**config.mk**
```make
export PLATFORM = sky130hd
export DESIGN_NAME = fifo_ctrl
export DESIGN_NICKNAME = d
export VERILOG_FILES = /design/src/rtl/fifo_ctrl_pkg.sv /design/src/rtl/fifo_ctrl.sv
export SDC_FILE = /design/constraint.sdc
export NUM_CORES = 1
export LEC_CHECK = 0
export ABC_AREA = 1
export BUFFER_PORTS_ARGS = -buffer_cell sky130_fd_sc_hd__buf_2
export CAP_MARGIN = 10
export CELL_PAD_IN_SITES_DETAIL_PLACEMENT = 0
export CELL_PAD_IN_SITES_GLOBAL_PLACEMENT = 1
export CORE_AREA = 2 2 68 70
export DETAILED_ROUTE_END_ITERATION = 10
export DIE_AREA = 0 0 70 72
export GPL_TIMING_DRIVEN = 0
export PLACE_DENSITY = 0.79
export SYNTH_ARGS = -nofsm -noshare
export SYNTH_HDL_FRONTEND = slang
export SYNTH_SLANG_ARGS = --single-unit
```
**constraint.sdc**
```tcl
create_clock -name clk -period 1.6 [get_ports clk]
set_input_delay 0.16 -clock clk [delete_from_list [all_inputs] [get_ports clk]]
set_output_delay 0.16 -clock clk [all_outputs]
set_load 0.02 [all_outputs]
```
**src/rtl/fifo_ctrl_pkg.sv**
```systemverilog
// Shared types and defaults for the FIFO controller and its wrapper.
package fifo_ctrl_pkg;

    localparam int unsigned DATA_W_DEF = 5;
    localparam int unsigned ADDR_W_DEF = 4;

    typedef enum logic [1:0] {
        ST_EMPTY   = 2'd0,
        ST_PARTIAL = 2'd1,
        ST_FULL    = 2'd2
    } fifo_state_e;

endpackage

```
**src/rtl/fifo_ctrl.sv**
```systemverilog
// FIFO controller driving an external register-file memory: pointers, occupancy,
// status flags and sticky error flags.
module fifo_ctrl
    import fifo_ctrl_pkg::*;
#(
    parameter int unsigned DATA_W    = DATA_W_DEF,
    parameter int unsigned ADDR_W    = ADDR_W_DEF,
    parameter int unsigned DEPTH     = 2 ** ADDR_W,
    parameter int unsigned AF_THRESH = 12,
    parameter int unsigned AE_THRESH = 2
) (
    input  logic              clk,
    input  logic              rst,
    input  logic              push,
    input  logic [DATA_W-1:0] push_data,
    input  logic              pop,
    output logic [DATA_W-1:0] data_out,
    output logic              valid_out,
    output logic              full,
    output logic              empty,
    output logic              almost_full,
    output logic              almost_empty,
    output logic [ADDR_W:0]   count,
    output logic              overflow_err,
    output logic              underflow_err,
    output logic              mem_write_rq,
    output logic              mem_read_rq,
    output logic [ADDR_W-1:0] mem_w_address,
    output logic [ADDR_W-1:0] mem_r_address,
    output logic [DATA_W-1:0] mem_write_data,
    input  logic [DATA_W-1:0] mem_read_data
);

    localparam int unsigned CntW = ADDR_W + 1;
    localparam logic [CntW-1:0] DepthC   = CntW'(DEPTH);
    localparam logic [CntW-1:0] DepthM1C = CntW'(DEPTH - 1);
    localparam logic [CntW-1:0] OneC     = CntW'(1);
    localparam logic [CntW-1:0] AfC      = CntW'(AF_THRESH);
    localparam logic [CntW-1:0] AeC      = CntW'(AE_THRESH);

    logic [ADDR_W-1:0] wr_ptr_q, rd_ptr_q;
    logic [CntW-1:0]   count_q, count_d;
    logic [DATA_W-1:0] data_out_q;
    logic              valid_out_q;
    logic              overflow_q, underflow_q;
    fifo_state_e       state_q, state_d;
    logic              push_ok, pop_ok;

    assign full  = (state_q == ST_FULL);
    assign empty = (state_q == ST_EMPTY);

    // A pop frees a slot in the same cycle, so a full FIFO still takes a push alongside it.
    assign push_ok = push & (~full | pop) & ~rst;
    assign pop_ok  = pop & ~empty & ~rst;

    assign mem_write_rq   = push_ok;
    assign mem_read_rq    = pop_ok;
    assign mem_w_address  = wr_ptr_q;
    assign mem_r_address  = rd_ptr_q;
    assign mem_write_data = push_data;

    assign data_out      = data_out_q;
    assign valid_out     = valid_out_q;
    assign count         = count_q;
    assign almost_full   = (count_q >= AfC);
    assign almost_empty  = (count_q <= AeC);
    assign overflow_err  = overflow_q;
    assign underflow_err = underflow_q;

    always_comb begin
        count_d = count_q;
        unique case ({push_ok, pop_ok})
            2'b10:   count_d = count_q + OneC;
            2'b01:   count_d = count_q - OneC;
            default: count_d = count_q;
        endcase
    end

    always_comb begin
        state_d = state_q;
        unique case (state_q)
            ST_EMPTY: begin
                if (push_ok && !pop_ok) state_d = ST_PARTIAL;
            end
            ST_PARTIAL: begin
                if (pop_ok && !push_ok && count_q == OneC) begin
                    state_d = ST_EMPTY;
                end else if (push_ok && !pop_ok && count_q == DepthM1C) begin
                    state_d = ST_FULL;
                end
            end
            ST_FULL: begin
                if (pop_ok && !push_ok) state_d = ST_PARTIAL;
            end
            default: state_d = ST_EMPTY;
        endcase
    end

    always_ff @(posedge clk) begin
        if (rst) begin
            wr_ptr_q    <= '0;
            rd_ptr_q    <= '0;
            count_q     <= '0;
            data_out_q  <= '0;
            valid_out_q <= 1'b0;
            overflow_q  <= 1'b0;
            underflow_q <= 1'b0;
            state_q     <= ST_EMPTY;
        end else begin
            state_q     <= state_d;
            count_q     <= count_d;
            valid_out_q <= pop_ok;
            if (push_ok) wr_ptr_q <= wr_ptr_q + ADDR_W'(1);
            if (pop_ok) begin
                rd_ptr_q   <= rd_ptr_q + ADDR_W'(1);
                data_out_q <= mem_read_data;
            end
            if (push && full && !pop) overflow_q <= 1'b1;
            if (pop && empty) underflow_q <= 1'b1;
        end
    end

    // Keeps an otherwise unused parameter visible for wrapper consistency checks.
    logic unused_depth;
    assign unused_depth = ^DepthC;

endmodule
```
==> results of run 1 <==
## Yosys cell counts, drive strengths merged
cell    number
a21oi       17
a31oi        1
buf          7
clkbuf       1
dfxtp       23
ha           9
inv         29
nand2       42
nand3       10
nand4        1
nor2        20
nor3         2
o21ai       11
or2          1
xor2         1
## per-layer routing
layer | vias up | track usage | part of all wire
met2 | 31 | 0.202 | 0.46
li1 | 638 | - | -
met3 | 2 | 0.0389 | 0.060
met4 | 0 | 0.0128 | 0.0027
met5 | - | 0 | 0
met1 | 535 | 0.158 | 0.47
## through the flow
step	TNS, ps	cell area (um^2)	setup WS (ps)	hold slack [ps]
finish	0	1640	114	133
global placement	-1260	1510	-253	393
global route	0	1640	2.09	135
floorplan	-75.3	1250	-39.5	295
CTS	0	1610	0.540	126
detailed placement	-1240	1510	-256	400
## critical path, cell delays in order (launching register included)
cell     delay, ps
dfxtp_4        370
ha_1           170
inv_1           90
nor3_2          40
ha_1           260
or2_2          280
nand2_1         60
nand2_1         50
a21oi_2        100
## repair_timing
action | 4_1_cts | 5_1_grt
setup endpoints to repair | 7 | 5
gates cloned | 0 | 0
buffers inserted | 4 | 1
gates resized for setup | 7 | 11
pin swaps | 2 | 2
endpoints found under the hold margin | 0 | 0
## path summary, 6_finish.rpt
path	cells past startpoint	slack (ps)	to
setup / recovery	8	110	count[4]
hold / removal	3	130	data_out[1]
setup reg to reg	8	110	count[4]
hold reg to reg	2	460	data_out[3]
## cells by family (layout without fill, tap and decap cells)
group                      after synthesis  count (layout)
DFF                                     23              23
buffers and inverters                   37              85
and+or+nand+nor                         76              76
AOI/OAI and AO/OA                       29              29
xor gates and xnor gates                 1               1
adders and majority gates                9               9
## state kept, by name, summed over array words and instances, names as in the netlist
| register | count |
|---|---|
| data_out | 5 |
| mem_r_address | 4 |
| count | 5 |
| mem_w_address | 4 |
| state_q | 2 |
| underflow_err | 1 |
| valid_out | 1 |
| overflow_err | 1 |
## power breakdown
group | internal, W | switching (W) | leakage (nW) | total [W]
clock network | 0.000177 | 0.000178 | 0.0228 | 0.000355
logic | 0.000335 | 0.000592 | 0.604 | 0.000927
registers | 0.000693 | 0.0000936 | 0.191 | 0.000786
total | 0.00121 | 0.000863 | 0.818 | 0.00207
## layout make-up
type                    count  area, um^2
plain buffers               7        56.3
clock buffers               4        45.0
fillers                   472        2630
inverters                  29         109
multi-input cells         115         648
flip-flops and latches     23         477
well taps                  52        65.1
repair buffers             45         238
==> results.md, run 1 <==
- Die width: 70 um
- Wirelength per Cell: 10.7 um
- Vias: 1206
- Final GP Congestion: 0.829
- Util after Layout: 0.384
- Compound-Gate Fraction of Synth Area: 0.124
- Die Area: 0.00504 mm^2
- DR pass1 iterations: 4
- Xor and xnor area share after synthesis: 0.00723
- Gr ovfl total: 0
- Final Hold Viols: 0
- Post-synth net total: 198
- CP Launch Type: register
- Reg-to-Reg Start: count[1]
- Syn Area/Cell: 6.92 um^2
- Clk sinks: 23
- Post-synthesis sequential area ratio: 0.380
- Worst-margin pin slew: 369 ps
- Yosys warning total: 0
- CTS H-tree lvls: 1
- GR Util All Layers: 0.121
- Library cells used by synthesis: 20
- Commonest non-fill, non-tap cell in the layout: nand2_1
- Core area: 0.00426 mm^2
- CTS buffer count: 3
- Mux contribution to synthesized area: 0
- Final wirelength: 2950 um
- Slew margin rel.: 0.754
- # diodes: 0
- CP max FO: 6
- Clock buffer depth: 2
- # rows: 24
- Post-detail-place hpwl: 2180 um
- Placed insts: 267
- Ports: 46
- Post-synth top area share: 0.380
- Area Overhead vs Synth: 35.2%
- Critical path type: reg2reg
- Final net count: 247
- Simple-Gate Fraction of Synth Area: 0.256
- Vias in the first global route: 1081
- Initial antenna violation count: 0
- # DRC: 0
- CP Capture Type: register
- Hold Crit Start: mem_read_data[1]
- Finished Layout Cells: 275
- Mapped Cells: 175
- Layout cells sized above 1: 0.345
- Post-route ant nets: 0
- Setup violators final: 0
- Peak supply drop: 0.696 mV
- CP startpoint: count[1]
- Peak Freq: 0.673 GHz
- Final max-slew violation count: 0
- Vias/cell: 4.39
- DRT iter0 DRCs: 66
- Minimum clock period: 1490 ps
- Latest clock arrival within the worst-skew pair: 260 ps
- Yosys top cell by area: dfxtp_1
- First-pass GRT wire length: 4850 um
- CP Data Arrival Time: 1690 ps
- Leak Pwr: 0.818 nW
- Total power: 0.00207 W
- Die Y: 72 um
- CTS Root Cell: clkbuf_8
- Post-synthesis adder-cell area fraction: 0.0930
- Clock slew at reported path FFs: 80 ps
- Worst EP required: 1800 ps
- Synth top area cells: dfxtp_1 (38%), nand2_1 (13%), ha_1 (9.3%)
- Port Buf Inserts: 40
- RSZ-0062 raised after global routing: no
- #FFs+latches synth: 23
- HP Class: in2reg
- Final period util: 0.929
- Status: finished, final reports clean
- Commonest non-fill, non-tap cells in the layout: nand2_1 (41), buf_2 (40), inv_1 (25), dfxtp_1 (18)
- Post-CTS Hold Fix Bufs: 0
- Synth Cell Area: 0.00121 mm^2
- Main combinational cell family by area after synthesis: simple AND/OR/NAND/NOR gates
- Power Dens Cells: 1260 mW/mm^2
- Initial Util: 0.284
- CTS tree: built
- Max_cap viols: 0
- Largest net degree at the start of global routing: 13
- Clock skew: 3.24 ps
No activity file was read; power rests on OpenSTA's default activity.
==> inputs of run 2 (changes only) <==
--- a/config.mk
+++ b/config.mk
@@ -10,11 +10,11 @@
 export CAP_MARGIN = 10
 export CELL_PAD_IN_SITES_DETAIL_PLACEMENT = 0
 export CELL_PAD_IN_SITES_GLOBAL_PLACEMENT = 1
-export CORE_AREA = 2 2 68 70
+export CORE_AREA = 2 2 64 66
 export DETAILED_ROUTE_END_ITERATION = 10
-export DIE_AREA = 0 0 70 72
+export DIE_AREA = 0 0 66 68
 export GPL_TIMING_DRIVEN = 0
-export PLACE_DENSITY = 0.79
+export PLACE_DENSITY = 0.84
 export SYNTH_ARGS = -nofsm -noshare
 export SYNTH_HDL_FRONTEND = slang
 export SYNTH_SLANG_ARGS = --single-unit
==> constraint.sdc (replaced) <==
create_clock -name clk -period 1.4 [get_ports clk]
set_input_delay 0.14 -clock clk [delete_from_list [all_inputs] [get_ports clk]]
set_output_delay 0.14 -clock clk [all_outputs]
set_load 0.02 [all_outputs]
==> results.md, run 2 (synthesis gave the netlist of run 1 again) <==
- Minimum clock period: 1440 ps (-42.1 ps)
- Die Y: 68 um (-5.6%)
- Vias: 1219 (+1.1%)
- CP Buf/Inv Count: 1 (unchanged)
- Critical path type: reg2reg
- Commonest non-fill, non-tap cells in the layout: buf_2 (40), nand2_1 (38), inv_1 (20), dfxtp_1 (18), a21oi_1 (17)
- CTS buffer count: 3 (unchanged)
- Commonest non-fill, non-tap cell in the layout: buf_2
- Final Hold Viols: 0 (unchanged)
- HP Class: in2reg
- Worst-margin pin slew: 374 ps (+5.72 ps)
- # DRC: 0 (unchanged)
- Port Buf Inserts: 40 (unchanged)
- CP top delay family: simple AND/OR/NAND/NOR gates
- Worst EP required: 1600 ps (-200 ps)
- CP Launch Type: register
- Initial antenna violation count: 0 (unchanged)
- Vias in the first global route: 1048 (-3.1%)
- Critical path cell sequence: ha_1, inv_2, nor3_2, ha_1, or2_4, nand2_1, nand2_1, a21oi_1
- Fillers: 399 (-15%)
- CP Capture Type: register
- Post-detail-place hpwl: 2050 um (-5.8%)
- CTS tree: built
- # rows: 23 (-4.2%)
- Failing checks: setup timing
- Final period util: 1.03 (+0.103)
- Final net count: 254 (+2.8%)
- CTS H-tree lvls: 1 (unchanged)
- Clock slew at reported path FFs: 80 ps (about the same)
- DRT iter0 DRCs: 43 (-35%)
- Slack of the critical path: -43.8 ps (-158 ps)
- Final GP Congestion: 0.747 (-9.9%)
- Post-route ant nets: 0 (unchanged)
- Gr ovfl total: 0 (unchanged)
- First-pass GRT wire length: 4510 um (-7.0%)
- Latest clock arrival within the worst-skew pair: 260 ps (about the same)
- Vias/cell: 4.35 (-0.73%)
- Largest net degree at the start of global routing: 13 (unchanged)
- Slew margin rel.: 0.750 (-0.00382)
- # diodes: 0 (unchanged)
- Max_cap viols: 0 (unchanged)
- Core area: 0.00386 mm^2 (-9.6%)
- Worst path slowest cell: dfxtp_4
- Hold slack final: 103 ps (-30.6 ps)
- Die width: 66 um (-5.7%)
- RSZ-0062 raised after global routing: yes
- Clock skew: 5.04 ps (+1.80 ps)
- CP Data Arrival Time: 1650 ps (-40 ps)
- Peak Freq: 0.693 GHz (+2.9%)
- CP max FO: 2 (-4)
- Setup violators final: 3 (+3)
- CTS Root Cell: clkbuf_8
- GR Util All Layers: 0.130 (+0.00903)
- Grt met1 use: 0.165 (+0.00694)
- Status: finished with violations
- Total power: 0.00251 W (+21%)
- Util after Layout: 0.448 (+0.0637)
- M3 GR Usage: 0.0395 (+0.000585)
- Clock buffer depth: 2 (unchanged)
- Slowest Stage Delay on Critical Path: 360 ps (about the same)
- Fin Setup TNS: -104 ps (-104 ps)
- Final max-slew violation count: 0 (unchanged)
- Wirelength per Cell: 10.2 um (-5.1%)
- Power Dens Cells: 1450 mW/mm^2 (+15%)
- DR pass1 iterations: 4 (unchanged)
- Final wirelength: 2850 um (-3.4%)
- Initial Util: 0.314 (+0.0300)
- Leak Pwr: 0.854 nW (+4.5%)
- Post-CTS Hold Fix Bufs: 0 (unchanged)
- Most crowded layer after global routing: met2
- Peak supply drop: 0.691 mV (-0.67%)
- Met2 global-route usage: 0.223 (+0.0214)
- Area Overhead vs Synth: 42.6%
- Ports: 46 (unchanged)
- Die Area: 0.00449 mm^2 (-11%)
- Clk sinks: 23 (unchanged)
- Layout cells sized above 1: 0.413 (+0.0678)
==> run 2: cell types whose count changed in the layout (fill, tap and decap cells not counted), sizes merged <==
cell and change:
buf +7
==> run 2: final cells by class <==
class,instances,area [um^2],share of cell area
multi-input cells,115,676,0.391
plain buffers,7,56.3,0.0326
clock buffers,4,45.0,0.0261
repair buffers,52,294,0.170
inverters,29,116,0.0674
well taps,50,62.6,0.0362
flip-flops and latches,23,477,0.276
==> run 2: worst paths after layout <==
path	from	endpoint	slack (ps)	depth (start not counted)
max	count[0]	count[4]	-40	8
min	mem_read_data[1]	data_out[1]	100	3
max reg2reg	count[0]	count[4]	-40	8
min reg2reg	data_out[4]	data_out[4]	460	2
==> run 2: power by group <==
| part | switching (W) | total (W) | internal, W |
|---|---|---|---|
| Clock | 0.000211 | 0.000415 | 0.000203 |
| Sequential | 0.000105 | 0.000897 | 0.000791 |
| Combinational | 0.000724 | 0.00120 | 0.000473 |
| Total | 0.00104 | 0.00251 | 0.00147 |
==> run 2: repair_timing <==
action                     4_1_cts  5_1_grt
buffers inserted                 9        3
pin swaps                        7        6
setup endpoints to repair        7        8
resized for setup               16       10
==> run 2: worst reg2reg max path: cells and delay by family, from the launching register on <==
kind	cells	cell delay (ps)
adders and majority gates	2	400
AOI/OAI and AO/OA	1	100
DFF	1	360
buffers and inverters	1	50
and+or+nand+nor	4	460
==> run 2: layer usage <==
metal	share of wire	vias up	wire [um]
met2	0.47	28	1340
met4	0.0025	0	7
met3	0.050	2	141
met5	0	-	0
met1	0.48	537	1360
li1	-	652	-
==> run 2: stage by stage <==
| stage | instance area [um^2] | setup slack, ps | std cells |
|---|---|---|---|
| after floorplan | 1280 | -144 | 175 |
| after global placement | 1540 | -368 | 265 |
| after detailed placement | 1540 | -395 | 265 |
| after CTS | 1680 | -37.1 | 277 |
| after global routing | 1730 | -126 | 280 |
| final | 1730 | -43.8 | 280 |
==> inputs of run 3 (changes only) <==
--- a/config.mk
+++ b/config.mk
@@ -7,7 +7,6 @@
 export LEC_CHECK = 0
 export ABC_AREA = 1
 export BUFFER_PORTS_ARGS = -buffer_cell sky130_fd_sc_hd__buf_2
-export CAP_MARGIN = 10
 export CELL_PAD_IN_SITES_DETAIL_PLACEMENT = 0
 export CELL_PAD_IN_SITES_GLOBAL_PLACEMENT = 1
 export CORE_AREA = 2 2 64 66
@@ -15,6 +14,7 @@
 export DIE_AREA = 0 0 66 68
 export GPL_TIMING_DRIVEN = 0
 export PLACE_DENSITY = 0.84
+export REMOVE_ABC_BUFFERS = 1
 export SYNTH_ARGS = -nofsm -noshare
 export SYNTH_HDL_FRONTEND = slang
 export SYNTH_SLANG_ARGS = --single-unit
==> results.md, run 3 (synthesis gave the netlist of run 1 again) <==
- Leak Pwr: 0.797 nW (-6.7%)
- Worst-margin pin slew: 397 ps (+22.3 ps)
- Power Dens Cells: 1480 mW/mm^2 (+1.9%)
- DR pass1 iterations: 4 (unchanged)
- Clock slew at reported path FFs: 80 ps (about the same)
- GR Util All Layers: 0.126 (-0.00335)
- Slew margin rel.: 0.735 (-0.0149)
- Initial antenna violation count: 0 (unchanged)
- Die width: 66 um (unchanged)
- RSZ-0062 raised after global routing: yes
- Die Y: 68 um (unchanged)
- CTS buffer count: 3 (unchanged)
- Ports: 46 (unchanged)
- Slack of the critical path: -43.8 ps (+0.00880 ps)
- Post-detail-place hpwl: 1930 um (-5.6%)
- CP Capture Type: register
- First-pass GRT wire length: 4440 um (-1.7%)
- Critical path type: reg2reg
- Setup violators final: 5 (+2)
- DRT iter0 DRCs: 54 (+26%)
- # diodes: 0 (unchanged)
- Final wirelength: 2770 um (-2.7%)
- Status: finished with violations
- Clock buffer depth: 2 (unchanged)
- Post-CTS Hold Fix Bufs: 0 (unchanged)
- Vias: 1185 (-2.8%)
- Die Area: 0.00449 mm^2 (unchanged)
- Area Overhead vs Synth: 32.7%
- Reg area: 477 um^2 (unchanged)
- Final GP Congestion: 0.721 (-3.6%)
- Post-route ant nets: 0 (unchanged)
- Clk sinks: 23 (unchanged)
- Final Hold Viols: 0 (unchanged)
- Layout cells sized above 1: 0.349 (-0.0642)
- HP Class: in2reg
- Worst EP required: 1590 ps (about the same)
- Failing checks: setup timing
- Core area: 0.00386 mm^2 (unchanged)
- Worst r2r path cells: 13 (+5)
- Port Buf Inserts: 35 (-13%)
- Final instance area: 0.00161 mm^2 (-6.9%)
- Fillers: 428 (+7.3%)
- Gr ovfl total: 0 (unchanged)
- Initial Util: 0.314 (unchanged)
- Peak supply drop: 0.819 mV (+18%)
- # DRC: 0 (unchanged)
- # rows: 23 (unchanged)
- CP Data Arrival Time: 1640 ps (about the same)
- Total power: 0.00238 W (-5.2%)
- CP max FO: 4 (+2)
- Minimum clock period: 1440 ps (-0.00880 ps)
- Peak Freq: 0.693 GHz (about the same)
- Final period util: 1.03 (about the same)
- Commonest non-fill, non-tap cell in the layout: nand2_1
- Final net count: 239 (-5.9%)
- Number of cells on the worst hold path: 3 (unchanged)
- Max_cap viols: 0 (unchanged)
- Area taken by multi-input logic gates: 667 um^2 (-1.3%)
- Clock skew: 4.75 ps (-0.290 ps)
- CTS tree: built
- Largest net degree at the start of global routing: 14 (+1)
- Final max-slew violation count: 0 (unchanged)
- Wirelength per Cell: 10.4 um (+2.8%)
- Vias/cell: 4.47 (+2.7%)
- Commonest non-fill, non-tap cells in the layout: nand2_1 (40), buf_2 (35), inv_1 (23), dfxtp_1 (18), a21oi_1 (17)
- Latest clock arrival within the worst-skew pair: 260 ps (about the same)
- Area of placed instances: 0.00139 mm^2 (-9.9%)
- CTS H-tree lvls: 1 (unchanged)
- Vias in the first global route: 1019 (-2.8%)
- CTS Root Cell: clkbuf_8
- CP Launch Type: register
-- run 3: through the flow --
stage                     utilization  setup TNS, ps  hold slack [ps]  setup WS [ps]  std cells
after floorplan                     -          -3140              209           -519        167
after global placement          0.360          -2980              280           -485        252
after detailed placement        0.360          -3180              280           -524        252
after CTS                       0.414           -151             93.7          -42.4        264
after global routing            0.417           -668              116           -136        265
final                           0.417           -122             99.1          -43.8        265
-- run 3: final cells by class --
class                      count  share of cell area
inverter                      29              0.0708
clock buffer                   4              0.0280
multi-input combinational    115               0.415
tap                           50              0.0389
timing repair buffer          44               0.151
sequential                    23               0.296
-- run 3: power by group --
| part | switching (W) | internal, W |
|---|---|---|
| clock | 0.000205 | 0.000203 |
| sequential | 0.000104 | 0.000792 |
| combinational | 0.000670 | 0.000405 |
-- run 3: worst paths after layout --
path,end,startpoint,slack [ps]
worst max-delay path,state_q[1],state_q[0],-40
worst min-delay path,data_out[1],mem_read_data[1],100
worst max register to register,state_q[1],state_q[0],-40
worst min register to register,data_out[3],data_out[3],470
-- run 3: layer usage --
metal  global-route usage  wire [um]  share of wire  vias up
met5                    0          0              0        -
met4               0.0153          0              0        0
met3               0.0362        152          0.055        0
met2                0.223       1290           0.46       36
met1                0.158       1330           0.48      527
li1                     -          -              -      622
-- run 3: critical path, cell delays in order, from the launching register on --
cell and delay [ps]:
dfxtp_4 370, inv_2 60, nand3_2 60, nand2_2 100, nor2_4 50, buf_4 150
ha_2 170, inv_1 50, nand2_1 60, nand2_1 90, inv_1 40, nand2_1 50
nand2_1 40, nor2_1 100
-- run 3: what timing repair did --
item | in CTS | in global routing
pin swaps | 13 | 3
setup buffers | 8 | 1
setup endpoints to repair | 10 | 9
resized for setup | 36 | 3
